**src/rtl/kyber_pkg.sv**
```systemverilog
// Shared constants and encodings for the Kyber coefficient datapath blocks.
package kyber_pkg;

  localparam int KYBER_Q      = 3329;
  localparam int KYBER_COEF_W = 12;

  typedef enum logic [1:0] {
    MODE_ADD  = 2'd0,
    MODE_SUB  = 2'd1,
    MODE_RSUB = 2'd2,
    MODE_COPY = 2'd3
  } mode_e;

  typedef enum logic [1:0] {
    ST_IDLE  = 2'd0,
    ST_RUN   = 2'd1,
    ST_DRAIN = 2'd2,
    ST_DONE  = 2'd3
  } state_e;

endpackage

```
**src/rtl/mod_addsub_lane.sv**
```systemverilog
// One coefficient lane: modular add, subtract, reverse subtract or reduce-copy.
module mod_addsub_lane
  import kyber_pkg::*;
#(
  parameter int COEF_W = KYBER_COEF_W,
  parameter int Q      = KYBER_Q
) (
  input  logic [COEF_W-1:0] a,
  input  logic [COEF_W-1:0] b,
  input  mode_e             mode,
  output logic [COEF_W-1:0] out
);

  localparam logic [COEF_W:0] QX = (COEF_W+1)'(Q);

  logic [COEF_W:0] aX, bX, sum, diff, rdiff;

  // One extra bit so the sum and the borrow of each difference stay visible.
  always_comb begin
    aX    = {1'b0, a};
    bX    = {1'b0, b};
    sum   = aX + bX;
    diff  = aX - bX;
    rdiff = bX - aX;
    out   = a;
    case (mode)
      MODE_ADD:  out = (sum >= QX) ? COEF_W'(sum - QX) : sum[COEF_W-1:0];
      MODE_SUB:  out = (a < b) ? COEF_W'(diff + QX) : diff[COEF_W-1:0];
      MODE_RSUB: out = (b < a) ? COEF_W'(rdiff + QX) : rdiff[COEF_W-1:0];
      default:   out = (aX >= QX) ? COEF_W'(aX - QX) : a;
    endcase
  end

endmodule

```
**src/rtl/poly_pointwise_engine.sv**
```systemverilog
// Streams two polynomials from the coefficient RAM through one read port,
// applies a per-lane modular operation and writes the result back.
module poly_pointwise_engine
  import kyber_pkg::*;
#(
  parameter int LANES  = 8,
  parameter int COEF_W = KYBER_COEF_W,
  parameter int Q      = KYBER_Q,
  parameter int ADDR_W = 8,
  parameter int NWORDS = 32,
  parameter int RD_LAT = 1
) (
  input  logic                    clk,
  input  logic                    rst,
  input  logic                    start,
  input  logic [1:0]              mode,
  input  logic [ADDR_W-1:0]       r_start_offset_A,
  input  logic [ADDR_W-1:0]       r_start_offset_B,
  input  logic [ADDR_W-1:0]       w_data_addr_offset,
  input  logic [LANES*COEF_W-1:0] r_data,
  output logic [ADDR_W-1:0]       r_data_addr,
  output logic [ADDR_W-1:0]       w_data_addr,
  output logic [LANES*COEF_W-1:0] w_data,
  output logic                    w_data_en,
  output logic                    busy,
  output logic                    done,
  output logic                    last_cycle
);

  localparam int DW    = LANES * COEF_W;
  localparam int CNT_W = $clog2(NWORDS + 1);
  localparam logic [CNT_W-1:0] LAST_WORD = CNT_W'(NWORDS - 1);

  state_e            state_q, state_d;
  mode_e             mode_q, mode_d;
  logic [ADDR_W-1:0] rAddr_q, rAddr_d, aPtr_q, aPtr_d, bPtr_q, bPtr_d;
  logic [ADDR_W-1:0] wPtr_q, wAddr_q;
  logic [CNT_W-1:0]  rdWord_q, rdWord_d, wCnt_q;
  logic              rdValid_q, rdValid_d, rdPhase_q, rdPhase_d;
  logic [RD_LAT-1:0] pipeV_q, pipeP_q;
  logic [DW-1:0]     aReg_q, res_q, laneA, laneOut;
  logic              wen_q, lastW_q;
  logic              launch, twoOp, dataV, dataP;

  assign launch = (state_q == ST_IDLE) && start;
  assign twoOp  = (mode_q != MODE_COPY);
  assign dataV  = pipeV_q[RD_LAT-1];
  assign dataP  = pipeP_q[RD_LAT-1];
  assign laneA  = twoOp ? aReg_q : r_data;

  for (genvar k = 0; k < LANES; k++) begin : g_lane
    mod_addsub_lane #(.COEF_W(COEF_W), .Q(Q)) u_lane (
      .a    (laneA[k*COEF_W +: COEF_W]),
      .b    (r_data[k*COEF_W +: COEF_W]),
      .mode (mode_q),
      .out  (laneOut[k*COEF_W +: COEF_W])
    );
  end

  // Read sequencer: two-operand modes alternate A/B per word, COPY reads A only.
  always_comb begin
    state_d   = state_q;
    mode_d    = mode_q;
    rAddr_d   = rAddr_q;
    aPtr_d    = aPtr_q;
    bPtr_d    = bPtr_q;
    rdWord_d  = rdWord_q;
    rdPhase_d = rdPhase_q;
    rdValid_d = 1'b0;
    case (state_q)
      ST_IDLE: begin
        if (start) begin
          state_d   = ST_RUN;
          mode_d    = mode_e'(mode);
          rAddr_d   = r_start_offset_A;
          aPtr_d    = r_start_offset_A + ADDR_W'(1);
          bPtr_d    = r_start_offset_B;
          rdWord_d  = '0;
          rdPhase_d = 1'b0;
          rdValid_d = 1'b1;
        end
      end
      ST_RUN: begin
        if (twoOp && !rdPhase_q) begin
          rAddr_d   = bPtr_q;
          bPtr_d    = bPtr_q + ADDR_W'(1);
          rdPhase_d = 1'b1;
          rdValid_d = 1'b1;
        end else if (rdWord_q == LAST_WORD) begin
          state_d = ST_DRAIN;
        end else begin
          rAddr_d   = aPtr_q;
          aPtr_d    = aPtr_q + ADDR_W'(1);
          rdWord_d  = rdWord_q + CNT_W'(1);
          rdPhase_d = 1'b0;
          rdValid_d = 1'b1;
        end
      end
      ST_DRAIN: begin
        if (wen_q && lastW_q) state_d = ST_DONE;
      end
      default: state_d = ST_IDLE;
    endcase
  end

  always_ff @(posedge clk or negedge rst) begin
    if (!rst) begin
      state_q   <= ST_IDLE;
      mode_q    <= MODE_ADD;
      rAddr_q   <= '0;
      aPtr_q    <= '0;
      bPtr_q    <= '0;
      rdWord_q  <= '0;
      rdPhase_q <= 1'b0;
      rdValid_q <= 1'b0;
    end else begin
      state_q   <= state_d;
      mode_q    <= mode_d;
      rAddr_q   <= rAddr_d;
      aPtr_q    <= aPtr_d;
      bPtr_q    <= bPtr_d;
      rdWord_q  <= rdWord_d;
      rdPhase_q <= rdPhase_d;
      rdValid_q <= rdValid_d;
    end
  end

  // Valid/phase tags follow each read through the RAM latency to meet its data.
  always_ff @(posedge clk or negedge rst) begin
    if (!rst) begin
      pipeV_q <= '0;
      pipeP_q <= '0;
      aReg_q  <= '0;
      res_q   <= '0;
      wen_q   <= 1'b0;
      lastW_q <= 1'b0;
      wPtr_q  <= '0;
      wAddr_q <= '0;
      wCnt_q  <= '0;
    end else begin
      pipeV_q <= RD_LAT'({pipeV_q, rdValid_q});
      pipeP_q <= RD_LAT'({pipeP_q, rdPhase_q});
      wen_q   <= 1'b0;
      lastW_q <= 1'b0;
      if (launch) begin
        wPtr_q <= w_data_addr_offset;
        wCnt_q <= '0;
      end else if (dataV) begin
        if (twoOp && !dataP) begin
          aReg_q <= r_data;
        end else begin
          res_q   <= laneOut;
          wen_q   <= 1'b1;
          lastW_q <= (wCnt_q == LAST_WORD);
          wAddr_q <= wPtr_q;
          wPtr_q  <= wPtr_q + ADDR_W'(1);
          wCnt_q  <= wCnt_q + CNT_W'(1);
        end
      end
    end
  end

  assign r_data_addr = rAddr_q;
  assign w_data_addr = wAddr_q;
  assign w_data      = res_q;
  assign w_data_en   = wen_q;
  assign last_cycle  = wen_q && lastW_q;
  assign busy        = (state_q != ST_IDLE);
  assign done        = (state_q == ST_DONE);

endmodule
```
**config.mk**
```make
export PLATFORM = sky130hd
export DESIGN_NAME = poly_pointwise_engine
export DESIGN_NICKNAME = d
export VERILOG_FILES = /design/src/rtl/kyber_pkg.sv /design/src/rtl/mod_addsub_lane.sv /design/src/rtl/poly_pointwise_engine.sv
export SDC_FILE = /design/constraint.sdc
export NUM_CORES = 2
export LEC_CHECK = 0
export BUFFER_PORTS_ARGS = -buffer_cell sky130_fd_sc_hd__buf_2
export CAP_MARGIN = 30
export CORE_UTILIZATION = 40
export DETAILED_ROUTE_END_ITERATION = 12
export GPL_TIMING_DRIVEN = 0
export PLACE_DENSITY_LB_ADDON = 0.2
export SLEW_MARGIN = 20
export SYNTH_ARGS = -nofsm -noshare
export SYNTH_HDL_FRONTEND = slang
export SYNTH_SLANG_ARGS = --single-unit
```
**constraint.sdc**
```tcl
create_clock -name clk -period 8.2 [get_ports clk]
set_clock_uncertainty 0.15 [all_clocks]
set_input_delay 2.46 -clock clk [delete_from_list [all_inputs] [get_ports clk]]
set_output_delay 2.46 -clock clk [all_outputs]
set_load 0.005 [all_outputs]
```
==> impl_metrics.tcl <==
set metrics [dict create \
    outcome "finished, violations left" \
    violations "setup timing" \
    worst_path_max_delay_cell "dfrtp_1" \
    drt_iter0_markers 5695 \
    hp-start "rdValid_q$_DFF_PN0_" \
    grt_pass1_wl_um 273000 \
    min_period_over_period_pct 101 \
    grt_usage_pct 39.9 \
    ys_seq_area_share_pct 17.3 \
    crit_top_cell "buf_6" \
    endpoint_kind "flop" \
    synth_ff_type "dfrtp_1" \
    post-dp-hpwl_um 147000 \
    wirelength_um 194000 \
    fin_crit_ns 8.29 \
    cts_hold_buf 0 \
    critPathLaunchType "flop" \
    drtAntennaViolNets 0 \
    synth_edf_count 0 \
    hp-class "reg -> reg" \
    worst_hold_slack_ns 0.198 \
    drt-wirelength-per-cell_um 29.6 \
    grt_pass1_vias 38371 \
    fin_ws_ns -0.0935 \
    maxCapViolations 0 \
    crit_type "reg -> reg" \
    areaGrowthSynthToFinish_pct 13.6 \
    setup_viol 8 \
    slowest_delay_ns 0.53 \
    clk-insertion-delay-late_ns 0.63 \
    synth_nets 5442 \
    nets 5759 \
    cts.sinks 254 \
    cts_root_buf "clkbuf_16" \
    synth.most_common_cell "nand2_1" \
    slew_viol_final 0 \
    die_w_um 305 \
    antenna_found_initial 25 \
    num_rows 110 \
    die_h_um 305 \
    startpoint "mode_q[1]$_DFFE_PN0P_" \
    h-tree-depth 2 \
    dpl_cell_area_sq_um 40000 \
    postSynthCellCount 5009 \
    cts_tree "yes" \
    clock.fmax_ghz 0.121 \
    final.setup.tns_ns -0.281 \
    portBuffers 240 \
    dr.pass1.iters 6 \
    cts_buffers 41 \
    synthTopCellsByCount "nand2_1, o21ai_0, nor2_1" \
    viasPerCell 6.49 \
    synthTopCellsByArea "dfrtp_1, ha_1, xnor2_1" \
    ios 241 \
    synth_top_area_cell "dfrtp_1" \
    async_reset_ff_share_pct 100 \
    vias 42464 \
    gp_congestion 1.06 \
    grt-ovfl-total 0 \
    rsz0062_at_grt "no" \
    drc 0 \
    clkSlewWorstSetupHoldPaths_ns 0.06 \
    avgSynthCellArea_sq_um 7.35 \
    synth_top_area_share_pct 17.3 \
    yosys_warnings 0 \
    ys_seq_elements 254 \
    fin_area_sq_um 41800 \
    grt_start_max_net_pins 84 \
    coreArea_sq_um 90600 \
    final_util_pct 46.2 \
    critPathRequiredTime_ns 8.55 \
    synth.cell_area_sq_um 36800 \
    start_util_pct 40.7 \
    timing.rr.start "mode_q[1]$_DFFE_PN0P_" \
    ys_types 116 \
    crit_fanout 10 \
    critical_path_arrival_ns 8.65 \
    hold_violations 0 \
    reg2reg_slack_ns -0.09 \
    clockBufferDepth 3 \
    drive_gt1_share_pct 11.3 \
    dieArea_sq_um 93300 \
    max-slew-margin-rel_pct 22.1 \
    worstMarginPinSlew_ns 1.17 \
]
[placed cells by master (no fill, tap or decap), drive strengths merged, types with 65 or more instances in the layout]
master    n
a211oi   85
a21o     72
a21oi   376
a31oi    65
buf     341
clkbuf  236
dfrtp   254
ha      300
inv     306
nand2   538
nand3   119
nor2    393
nor2b    92
nor3    160
o21ai   422
xnor2   317
xor2    130
[final cells by class]
type                    count  area [sq um]
diodes                     10          25.0
plain buffers             250          1310
clock buffers              53          1130
clock inverters            21           308
fillers                  9303         48700
inverters                 306          1150
multi-input cells        4198         28400
flip-flops and latches    254          6360
well taps                1176          1470
repair buffers            275          1670
[repair_timing]
item,4_1_cts,5_1_grt
setup buffers,1,3
setup endpoints to repair,96,45
pin swaps,2,4
resized for setup,61,25
[registers in the layout (all words and copies together) (netlist names), 2 cells and up]
signal       cells
rdWord_q         6
mode_q           2
aReg_q          96
w_data          96
w_data_addr      8
r_data_addr      8
aPtr_q           8
wPtr_q           8
wCnt_q           6
state_q          2
bPtr_q           8
[logic make-up (layout without fill, tap and decap cells)]
family	Yosys count	in the layout	share of synthesized area, %
XOR/XNOR	449	449	10.8
adder cells (fa/ha/maj)	308	308	10.6
other	0	10	0
AO/OA/AOI/OAI	1640	1640	30.1
flip-flops	254	254	17.3
buffers and inverters	557	905	6.13
AND/OR/NAND/NOR	1713	1713	22.6
multiplexers	88	88	2.48
[routing by layer]
| metal | part of all wire [%] | global-route usage, % |
|---|---|---|
| met4 | 6.9 | 23.5 |
| met5 | 0.074 | 0 |
| met2 | 41 | 57.5 |
| met3 | 12 | 11.1 |
| met1 | 41 | 53.0 |
[worst max-delay path: cells and delay by family, from the launching register on]
kind                       cells  cell delay [ns]
AOI/OAI and AO/OA              7             2.09
xor gates and xnor gates       1             0.22
muxes                          1             0.40
DFF                            1             0.53
and+or+nand+nor                4             0.73
adders and majority gates      2             0.54
buffers and inverters         13             3.40
[through the flow]
stage | std cells | worst slack, ns
final | 6543 | -0.0935
after global routing | 6534 | 0.00729
after CTS | 6530 | 0.0519
after detailed placement | 6455 | -3.82
after global placement | 6425 | -5.49
after floorplan | 5009 | 1.47
[worst paths after layout]
kind / end / cells past startpoint
max reg2reg: w_data[73]$_DFFE_PN0P_ / 28
max in group asynchronous: aPtr_q[0]$_DFFE_PN0P_ / 3
min in group asynchronous: aReg_q[54]$_DFFE_PN0P_ / 1
max: w_data[73]$_DFFE_PN0P_ / 28
min: dataV$_DFF_PN0_ / 0
min reg2reg: dataV$_DFF_PN0_ / 0
Power is left out: the tool's default activity adds up to more than one toggle a clock period on the data nets, which glitch-free logic cannot reach.
